===== src/rtl/sram_axi_bridge_pkg.sv =====
// Shared definitions for the sram-like to AXI bridge.
//   ch_state_e     : per-channel transaction state
//   DEFAULT_ID_W   : default AXI ID width
//   AXI constants  : fixed burst/len encodings driven on the AXI port
//   axi_size()     : sram size code (0 byte, 1 half, 2 word) to AXI AxSIZE
package sram_axi_bridge_pkg;

  typedef enum logic [1:0] {
    CH_IDLE    = 2'd0,
    CH_RD_PEND = 2'd1,
    CH_WR_PEND = 2'd2
  } ch_state_e;

  localparam int DEFAULT_ID_W = 4;

  localparam logic [1:0] AXI_BURST_INCR = 2'b01;
  localparam logic [3:0] AXI_LEN_SINGLE = 4'd0;

  function automatic logic [2:0] axi_size(input logic [1:0] size);
    return {1'b0, size};
  endfunction

endpackage


===== src/rtl/sram_axi_bridge_arbiter.sv =====
// Fixed-priority one-hot arbiter: the highest set index of req wins.
//   req : N request lines
//   gnt : one-hot grant (all zero when no request)
module sram_axi_bridge_arbiter #(
  parameter int N = 2
) (
  input  logic [N-1:0] req,
  output logic [N-1:0] gnt
);

  always_comb begin
    gnt = '0;
    // Ascending scan so the last (highest) requester overwrites lower ones.
    for (int i = 0; i < N; i++) begin
      if (req[i]) begin
        gnt    = '0;
        gnt[i] = 1'b1;
      end
    end
  end

endmodule


===== src/rtl/sram_axi_bridge.sv =====
// sram_axi_bridge: NUM_CH sram-like channels (req/addr_ok/data_ok) onto one
// AXI master port. Channel index doubles as the AXI ID; one outstanding
// transaction per channel; reads to a word with a pending write are held off.
//
// Ports
//   clk, reset                        clock, synchronous active-high reset
//   ch_req/ch_wr/ch_size/ch_wstrb     per-channel request (flattened vectors)
//   ch_addr/ch_wdata                  per-channel address / write data
//   ch_addr_ok                        request accepted this cycle (combinational)
//   ch_data_ok/ch_rdata               response for the channel (combinational)
//   ar*/r*                            AXI read address / read data channels
//   aw*/w*/b*                         AXI write address / data / response
//   arlen..arprot, awlen..awprot,
//   wid, wlast                        constant AXI fields (single beat INCR)
module sram_axi_bridge
  import sram_axi_bridge_pkg::*;
#(
  parameter int NUM_CH = 2,
  parameter int ID_W   = DEFAULT_ID_W
) (
  input  logic                   clk,
  input  logic                   reset,
  input  logic [NUM_CH-1:0]      ch_req,
  input  logic [NUM_CH-1:0]      ch_wr,
  input  logic [2*NUM_CH-1:0]    ch_size,
  input  logic [4*NUM_CH-1:0]    ch_wstrb,
  input  logic [32*NUM_CH-1:0]   ch_addr,
  input  logic [32*NUM_CH-1:0]   ch_wdata,
  output logic [NUM_CH-1:0]      ch_addr_ok,
  output logic [NUM_CH-1:0]      ch_data_ok,
  output logic [32*NUM_CH-1:0]   ch_rdata,
  output logic [ID_W-1:0]        arid,
  output logic [31:0]            araddr,
  output logic [2:0]             arsize,
  output logic                   arvalid,
  input  logic                   arready,
  output logic [3:0]             arlen,
  output logic [1:0]             arburst,
  output logic [1:0]             arlock,
  output logic [3:0]             arcache,
  output logic [2:0]             arprot,
  input  logic [ID_W-1:0]        rid,
  input  logic [31:0]            rdata,
  input  logic                   rvalid,
  output logic                   rready,
  output logic [ID_W-1:0]        awid,
  output logic [31:0]            awaddr,
  output logic [2:0]             awsize,
  output logic                   awvalid,
  input  logic                   awready,
  output logic [3:0]             awlen,
  output logic [1:0]             awburst,
  output logic [1:0]             awlock,
  output logic [3:0]             awcache,
  output logic [2:0]             awprot,
  output logic [ID_W-1:0]        wid,
  output logic [31:0]            wdata,
  output logic [3:0]             wstrb,
  output logic                   wlast,
  output logic                   wvalid,
  input  logic                   wready,
  input  logic [ID_W-1:0]        bid,
  input  logic                   bvalid,
  output logic                   bready
);

  ch_state_e             state     [NUM_CH];
  ch_state_e             state_nxt [NUM_CH];
  logic [29:0]           wr_word   [NUM_CH];

  logic [NUM_CH-1:0]     rd_ret;
  logic [NUM_CH-1:0]     wr_ret;
  logic [NUM_CH-1:0]     idle_ok;
  logic [NUM_CH-1:0]     hazard;
  logic [NUM_CH-1:0]     elig;
  logic [NUM_CH-1:0]     gnt;

  logic                  sel_wr;
  logic [ID_W-1:0]       sel_id;
  logic [31:0]           sel_addr;
  logic [1:0]            sel_size;
  logic [3:0]            sel_wstrb;
  logic [31:0]           sel_wdata;
  logic                  acc_rd;
  logic                  acc_wr;

  logic                  ar_vld_p1;
  logic [ID_W-1:0]       ar_id_p1;
  logic [31:0]           ar_addr_p1;
  logic [2:0]            ar_size_p1;
  logic                  aw_vld_p1;
  logic [ID_W-1:0]       aw_id_p1;
  logic [31:0]           aw_addr_p1;
  logic [2:0]            aw_size_p1;
  logic                  w_vld_p1;
  logic [31:0]           w_data_p1;
  logic [3:0]            w_strb_p1;

  // Responses, hazard detection and eligibility.
  // Hazards use the registered state, so a read to a word being written is
  // first accepted the cycle after that write's bvalid.
  always_comb begin
    rd_ret  = '0;
    wr_ret  = '0;
    idle_ok = '0;
    hazard  = '0;
    elig    = '0;
    for (int i = 0; i < NUM_CH; i++) begin
      rd_ret[i]  = rvalid && (rid == ID_W'(i)) && (state[i] == CH_RD_PEND);
      wr_ret[i]  = bvalid && (bid == ID_W'(i)) && (state[i] == CH_WR_PEND);
      idle_ok[i] = (state[i] == CH_IDLE) || rd_ret[i] || wr_ret[i];
      for (int j = 0; j < NUM_CH; j++) begin
        if ((state[j] == CH_WR_PEND) && (wr_word[j] == ch_addr[i*32+2 +: 30]))
          hazard[i] = 1'b1;
      end
      if (ch_wr[i])
        elig[i] = !reset && ch_req[i] && idle_ok[i] && !aw_vld_p1 && !w_vld_p1;
      else
        elig[i] = !reset && ch_req[i] && idle_ok[i] && !ar_vld_p1 && !hazard[i];
    end
  end

  sram_axi_bridge_arbiter #(
    .N (NUM_CH)
  ) u_arbiter (
    .req (elig),
    .gnt (gnt)
  );

  assign ch_addr_ok = gnt;

  always_comb begin
    ch_data_ok = '0;
    ch_rdata   = '0;
    for (int i = 0; i < NUM_CH; i++) begin
      ch_data_ok[i] = !reset && (rd_ret[i] || wr_ret[i]);
      if (rd_ret[i])
        ch_rdata[i*32 +: 32] = rdata;
    end
  end

  // Mux of the granted channel's request fields.
  always_comb begin
    sel_wr    = 1'b0;
    sel_id    = '0;
    sel_addr  = '0;
    sel_size  = '0;
    sel_wstrb = '0;
    sel_wdata = '0;
    for (int i = 0; i < NUM_CH; i++) begin
      if (gnt[i]) begin
        sel_wr    = ch_wr[i];
        sel_id    = ID_W'(i);
        sel_addr  = ch_addr[i*32 +: 32];
        sel_size  = ch_size[i*2 +: 2];
        sel_wstrb = ch_wstrb[i*4 +: 4];
        sel_wdata = ch_wdata[i*32 +: 32];
      end
    end
  end

  assign acc_rd = (|gnt) && !sel_wr;
  assign acc_wr = (|gnt) && sel_wr;

  // Channel state machine: next-state.
  // A grant wins over a return, which lets a channel re-issue the cycle it
  // completes.
  always_comb begin
    for (int i = 0; i < NUM_CH; i++) begin
      state_nxt[i] = state[i];
      if (gnt[i])
        state_nxt[i] = ch_wr[i] ? CH_WR_PEND : CH_RD_PEND;
      else if (rd_ret[i] || wr_ret[i])
        state_nxt[i] = CH_IDLE;
    end
  end

  always_ff @(posedge clk) begin
    if (reset) begin
      for (int i = 0; i < NUM_CH; i++)
        state[i] <= CH_IDLE;
    end else begin
      state <= state_nxt;
    end
  end

  // ---- stage p1: AR / AW / W slots, presented on AXI the cycle after accept ----
  always_ff @(posedge clk) begin
    if (reset) begin
      ar_vld_p1 <= 1'b0;
      aw_vld_p1 <= 1'b0;
      w_vld_p1  <= 1'b0;
    end else begin
      if (acc_rd)
        ar_vld_p1 <= 1'b1;
      else if (arready)
        ar_vld_p1 <= 1'b0;
      if (acc_wr)
        aw_vld_p1 <= 1'b1;
      else if (awready)
        aw_vld_p1 <= 1'b0;
      if (acc_wr)
        w_vld_p1 <= 1'b1;
      else if (wready)
        w_vld_p1 <= 1'b0;
    end
  end

  always_ff @(posedge clk) begin
    if (acc_rd) begin
      ar_id_p1   <= sel_id;
      ar_addr_p1 <= sel_addr;
      ar_size_p1 <= axi_size(sel_size);
    end
    if (acc_wr) begin
      aw_id_p1   <= sel_id;
      aw_addr_p1 <= sel_addr;
      aw_size_p1 <= axi_size(sel_size);
      w_data_p1  <= sel_wdata;
      w_strb_p1  <= sel_wstrb;
    end
    for (int i = 0; i < NUM_CH; i++) begin
      if (gnt[i] && ch_wr[i])
        wr_word[i] <= ch_addr[i*32+2 +: 30];
    end
  end

  assign arid    = ar_id_p1;
  assign araddr  = ar_addr_p1;
  assign arsize  = ar_size_p1;
  assign arvalid = ar_vld_p1;
  assign awid    = aw_id_p1;
  assign awaddr  = aw_addr_p1;
  assign awsize  = aw_size_p1;
  assign awvalid = aw_vld_p1;
  assign wid     = aw_id_p1;
  assign wdata   = w_data_p1;
  assign wstrb   = w_strb_p1;
  assign wvalid  = w_vld_p1;
  assign wlast   = 1'b1;

  assign rready  = !reset;
  assign bready  = !reset;

  assign arlen   = AXI_LEN_SINGLE;
  assign arburst = AXI_BURST_INCR;
  assign arlock  = '0;
  assign arcache = '0;
  assign arprot  = '0;
  assign awlen   = AXI_LEN_SINGLE;
  assign awburst = AXI_BURST_INCR;
  assign awlock  = '0;
  assign awcache = '0;
  assign awprot  = '0;

endmodule


===== config.mk =====
export PLATFORM = sky130hd
export DESIGN_NAME = sram_axi_bridge
export DESIGN_NICKNAME = d
export VERILOG_FILES = /design/src/rtl/sram_axi_bridge_pkg.sv /design/src/rtl/sram_axi_bridge_arbiter.sv /design/src/rtl/sram_axi_bridge.sv
export SDC_FILE = /design/constraint.sdc
export NUM_CORES = 1
export LEC_CHECK = 0
export BUFFER_PORTS_ARGS = -buffer_cell sky130_fd_sc_hd__buf_4
export CORE_AREA = 2 2 162 164
export DETAILED_ROUTE_END_ITERATION = 12
export DIE_AREA = 0 0 164 166
export GPL_ROUTABILITY_DRIVEN = 0
export SLEW_MARGIN = 20
export SYNTH_ARGS = -nofsm -noshare
export SYNTH_HDL_FRONTEND = slang
export SYNTH_SLANG_ARGS = --single-unit

===== constraint.sdc =====
create_clock -name clk -period 4.01 [get_ports clk]
set_clock_uncertainty 0.15 [all_clocks]
set_input_delay 0.2005 -clock clk [delete_from_list [all_inputs] [get_ports clk]]
set_output_delay 0.2005 -clock clk [all_outputs]
set_load 0.05 [all_outputs]

==> flow_summary.toml, run 1 <==
[global_routing]
overflow = 0
grt_pass1_vias = 7032
grt_max_degree = 62
grt_pass1_wl_mm = 41.9
antenna_found_initial = 2
track_usage_pct = 20.6

[detailed_routing]
route.layer.met1.wl_mm = 12.2
ant_nets = 0
highest_layer = "met5"
firstDrtPassIters = 5
vias = 6941
drc_errors = 0
wl_met2_mm = 14.3
via_per_inst = 4.76
post_drt_wl_per_cell_um = 19.8
met3_length_mm = 1.95
drtIter0Drc = 549
routed_wl_mm = 28.9

[final_layout]
layout.nets = 1300
area_delta_synth_final_pct = 59.8
drive_above_1_share_pct = 37.6

[logic_synthesis]
yosysWarnings = 0
synthCells = 595
synth_seq_area_share_pct = 61.6
synth_area_mm2 = 0.00832
synth_area_leaders = "edfxtp_1 60%, xor2_1 13%, a22o_1 7.1%"
yosysTopAreaCellShare_pct = 59.9
synth_cell_types = 36
synth_top_area_cell = "edfxtp_1"
syn_area_per_cell_um2 = 14.0
ys_seq_elements = 173

[sta]
min_period_ns = 3.80
holdWs_ns = 0.0513
rsz0062_at_grt = "false"
slew_violations = 0
layout_worst_path_cycle_share_pct = 94.8
relSlewSlack_pct = 65.7
setup_violations = 0
fin_tns_setup_ns = 0
hold_violations = 0
fmax_mhz = 263
tightest_slew_ns = 0.515

[hold_path]
worst_hold_path_type = "input pin to flip-flop"
hold_depth = 3
holdPathEnd = "awsize[0]"
hold_path_startpoint = "ch_size[0]"

[floorplan]
die_x_um = 164
boundaryPins = 413
die_h_um = 166
dieArea_mm2 = 0.0272
start_util_pct = 32.5
coreArea_mm2 = 0.0256
row_count = 59

[clocking]
htreeDepth = 4
clock_path_buffers = 2
cts_buffers = 17
cts_setup_buffers = 0
cts-root-buf = "clkbuf_16"
cts_num_sinks = 173
clk_latency_ns = 0.43
cts_tree = "yes"
path_clk_slew_ns = 0.07

[power_and_ir_drop]
ir_drop_mv = 0.276
p_leak_nw = 5.76
powerDensity_mw_per_mm2 = 369
power_mw = 4.91

[worst_setup_path]
critPathKind = "input pin to flip-flop"
endpoint_kind = "flip-flop"
rrSetupSlack_ns = 0.24
r2r-end = "awsize[1]"
cp.required_ns = 4.16
critPathLaunchType = "input pin"
rr_worst_depth = 10
arrival_ns = 3.95
r2r-start = "wr_word[0][22]"
cp_max_fo = 56

[placed_design]
port_buffers = 370
hpwl_mm = 20.5

[status]
status = "finished clean"

[flow_run]
maxCapViolations = 0
-- report_power, final --
part / switching (mW) / leakage, nW / internal, mW
combinational: 0.714 / 3.88 / 0.442
sequential: 0.0490 / 1.60 / 2.12
clock: 0.764 / 0.273 / 0.820
total: 1.53 / 5.76 / 3.38
-- cells in the final DEF (no fill, tap or decap), drive strengths merged, types with 8 or more instances in the layout --
cell	count
and3	32
a22o	67
nand2	8
conb	42
edfxtp	166
buf	381
nand4	9
clkbuf	18
xor2	120
nor4	28
and2	33
dlygate4sd3	143
inv	9
-- worst max-delay path by stage --
stage / startpoint / endpoint / depth (start not counted)
finish: ch_addr[56] / awsize[1] / 12
global route: ch_addr[56] / wdata[10] / 12
CTS: ch_addr[56] / araddr[0] / 12
detailed placement: rid[1] / awaddr[1] / 9
global placement: rid[1] / awid[0] / 9
floorplan: rid[1] / awaddr[0] / 8
-- registers in the layout, summed over array words and instances (netlist names) --
register  cells
wr_word      60
araddr       32
awaddr       32
wdata        32
state         4
wstrb         4
arsize        2
awsize        2
arid          1
arvalid       1
awid          1
awvalid       1
wvalid        1
-- layer usage --
layer / track usage [%] / up-vias
li1: - / 3184
met1: 26.6 / 3407
met2: 35.5 / 321
met3: 3.95 / 27
met4: 4.96 / 2
met5: 0 / -
-- cell usage after synthesis (all sizes together) --
master	n
or2	1
nand2	8
or4	1
o2bb2ai	3
edfxtp	166
and3	32
or2b	1
and2	33
nor4b	3
nor3	5
o31a	1
nand3	6
nand2b	6
or4b	1
inv	3
a21oi	7
nor2b	2
a31oi	1
xor2	120
clkbuf	11
nor3b	2
a22o	67
dfxtp	7
conb	2
o22ai	2
buf	58
nor4	28
nand4	9
o21ai	2
o311ai	1
nor2	6
-- what timing repair did --
item / 4_1_cts / 5_1_grt
resized for setup: 0 / 1
hold endpoints to repair: 160 / 0
endpoints found under the setup margin: 0 / 40
hold buffers: 143 / 0
-- cells by family (layout without fill, tap and decap cells) --
| group | count (synthesis) | in the layout | synth area share [%] |
|---|---|---|---|
| flops | 173 | 173 | 61.6 |
| simple gates | 144 | 144 | 11.0 |
| xor+xnor | 120 | 120 | 12.6 |
| compound gates | 84 | 84 | 8.44 |
| buf+inv | 72 | 559 | 6.20 |
| other cells | 2 | 43 | 0.0903 |
-- worst max-delay path: stages --
cell           delay [ns]
dlygate4sd3_1        0.57
buf_4                0.17
xor2_1               0.17
nor4_1               0.47
nand4_1              0.19
o22ai_1              0.29
or4_1                0.18
buf_4                0.17
nor4b_4              0.24
buf_6                0.42
a22o_1               0.24
dlygate4sd3_1        0.57
-- per-stage QoR --
| stage | cell area, µm² | setup WS, ns | util [%] | instances |
|---|---|---|---|---|
| detailed placement | 11300 | 0.614 | 44.1 | 1282 |
| finish | 13300 | 0.209 | 51.9 | 1458 |
| floorplan | 8470 | 0.148 | - | 635 |
| CTS | 13300 | 0.149 | 51.9 | 1457 |
| global placement | 11300 | 0.618 | 44.1 | 1282 |
| global route | 13300 | 0.0810 | 51.9 | 1458 |
-- final cells by class --
type	instances	area, µm²
clock inverters	14	133
flip-flops and latches	173	5120
well taps	335	419
inverters	3	15.0
fillers	2211	12300
repair buffers	524	4330
clock buffers	18	429
diodes	1	2.50
multi-input cells	390	2830
(Power assumes the default switching activity.)
==> run 2: changes to the inputs <==
--- a/config.mk
+++ b/config.mk
@@ -5,6 +5,7 @@
 export SDC_FILE = /design/constraint.sdc
 export NUM_CORES = 1
 export LEC_CHECK = 0
+export ABC_AREA = 1
 export BUFFER_PORTS_ARGS = -buffer_cell sky130_fd_sc_hd__buf_4
 export CORE_AREA = 2 2 162 164
 export DETAILED_ROUTE_END_ITERATION = 12
==> constraint.sdc (replaced) <==
create_clock -name clk -period 4.6 [get_ports clk]
set_clock_uncertainty 0.15 [all_clocks]
set_input_delay 0.23 -clock clk [delete_from_list [all_inputs] [get_ports clk]]
set_output_delay 0.23 -clock clk [all_outputs]
set_load 0.05 [all_outputs]
==> flow_summary.toml, run 2 <==
[status]
status = "finished clean"

[detailed_routing]
routed_wl_mm = 31.8
firstDrtPassIters = 5
post_drt_wl_per_cell_um = 16.3
ant_nets = 0
drtIter0Drc = 521
via_per_inst = 4.48
vias = 8742
drc_errors = 0

[global_routing]
antenna_found_initial = 2
overflow = 0
grt_max_degree = 57
grt_pass1_vias = 8588
track_usage_pct = 22.6
grt_pass1_wl_mm = 46.8

[worst_setup_path]
critPathKind = "input pin to output port"
critPathLaunchType = "input pin"
slowest_delay_ns = 0.73
critPathBufInv = 6
cp.required_ns = 4.22
rrSetupSlack_ns = 0.38
cp_max_fo = 44
arrival_ns = 3.90
path_cells = "dlygate4sd3_1, buf_4, inv_1, nand2_1, nand4_1, nor2_1, nand2_1, nor2_1, nand2_1, nand3_2, nand2_2, inv_2, nand2_4, inv_2, buf_4"
cp_top_family = "buffers and inverters"
endpoint_kind = "output port"
slowest_stage = "inv_2"
cp_common_cell = "nand2_1"

[placed_design]
dp.cells = 1773
post-place-ws_ns = 0.737
port_buffers = 370
postPlaceCellArea_mm2 = 0.0121
hpwl_mm = 23.5

[logic_synthesis]
syn_area_per_cell_um2 = 8.40
yosysTopAreaCellShare_pct = 54.6
yosysWarnings = 0
synth.most_common_cell = "nand2_1"
synth_seq_area_share_pct = 56.1
synth_top_area_cell = "edfxtp_1"
async_flop_share_pct = 0
synth_area_mm2 = 0.00913
synth_flop_cell = "edfxtp_1"
synth_edf_count = 166
synthCells = 1087
synth_cell_types = 30
synth_area_leaders = "edfxtp_1 55%, nand2_1 18%, inv_1 6.8%"
ys_seq_elements = 173
synth_top_cells_by_count = "431 x nand2_1, 166 x edfxtp_1, 165 x inv_1"

[final_layout]
layout_common_cells = "429 x nand2_1, 375 x buf_4, 166 x edfxtp_1, 165 x inv_1, 143 x dlygate4sd3_1"
largest_reg_flops = 60
layout.nets = 1791
nFillCells = 2318
area_delta_synth_final_pct = 54.6
multi_input_area_mm2 = 0.00309
stdcell_area_mm2 = 0.0141
regMostFlops = "wr_word"
seqCellArea_mm2 = 0.00512
drive_above_1_share_pct = 26.7
final_common_cell = "nand2_1"
stdcell_count = 1951

[sta]
tightest_slew_ns = 1.03
hold_violations = 0
setup_violations = 0
min_period_ns = 4.28
fin_tns_setup_ns = 0
rsz0062_at_grt = "false"
fmax_mhz = 234
layout_worst_path_cycle_share_pct = 93.0
setup_slack_ns = 0.320
relSlewSlack_pct = 31.4
slew_violations = 0

[clocking]
cts_buffers = 17
cts_tree = "yes"
path_clk_slew_ns = 0.06
cts-resized-gates = 0
cts-root-buf = "clkbuf_16"
clk_latency_ns = 0.44
cts_num_sinks = 173
clock_path_buffers = 2
htreeDepth = 4

[power_and_ir_drop]
powerDensity_mw_per_mm2 = 307
ir_drop_mv = 0.195
power_mw = 4.33
p_leak_nw = 7.08

[floorplan]
die_x_um = 164
start_util_pct = 35.6
coreArea_mm2 = 0.0256
dieArea_mm2 = 0.0272
boundaryPins = 413
row_count = 59
die_h_um = 166

[hold_path]
worst_hold_path_type = "input pin to flip-flop"

[flow_run]
maxCapViolations = 0
-- run 2: layer usage --
metal,global-route usage [%],vias to the layer above,wire length (µm)
li1,-,4313,-
met1,28.9,4036,13600
met2,38.4,357,15300
met3,5.59,36,2410
met4,5.61,0,533
met5,0,-,0
-- run 2: cells by family (layout without fill, tap and decap cells) --
logic type	count (synthesis)	after routing	synth area share, %
AO/OA/AOI/OAI	45	45	3.18
XOR/XNOR	29	29	2.78
AND/OR/NAND/NOR	605	605	26.0
buffers and inverters	233	719	11.8
flip-flops	173	173	56.1
other	2	45	0.0823
-- run 2: report_power, final --
group          leakage, nW  total, mW  internal, mW  switching, mW
Combinational         5.17       1.04         0.375          0.664
Sequential            1.63       1.88          1.85         0.0346
Clock                0.279       1.41         0.720          0.694
Total                 7.08       4.33          2.94           1.39
-- run 2: cell type report --
type,instances,area share [%]
Sequential cell,173,36.3
Timing Repair Buffer,519,30.2
Multi-Input combinational cell,721,21.9
Inverter,168,4.47
Clock buffer,17,3.01
Tap cell,335,2.97
Clock inverter,15,1.08
Antenna cell,3,0.0532
-- run 2: per-stage QoR --
stage | utilization (%) | hold WS (ns)
after floorplan | - | 0.179
after global placement | 47.2 | 0.269
after detailed placement | 47.2 | 0.273
after CTS | 55.1 | 0.00549
after global routing | 55.1 | 0.0505
final | 55.1 | 0.00890
-- run 2: worst register-to-register path: stages, from the launching register on --
cell and delay, ns:
dfxtp_1 0.32, inv_1 0.11, nand2_1 0.09, nor2_1 0.11
nand2_1 0.09, nor2_1 0.15, nand2_1 0.08, nor2_1 0.09
nand2_1 0.12, nand3_2 0.13, nand2_2 0.07, inv_2 0.52
nand2_4 0.48, inv_2 0.73, nand2_1 0.14, nand2_1 0.09
dlygate4sd3_1 0.59
-- run 2: repair_timing --
action,4_1_cts,5_1_grt
buffers inserted,0,0
endpoints found under the hold margin,110,0
hold buffers,143,0
-- run 2: path summary, 6_finish.rpt --
path / startpoint / end / cells past startpoint
setup / recovery: ch_addr[34] / ch_addr_ok[0] / 15
setup reg to reg: state[0] / awsize[1] / 16
hold reg to reg: state[3] / state[3] / 2
hold / removal: awready / awvalid / 6
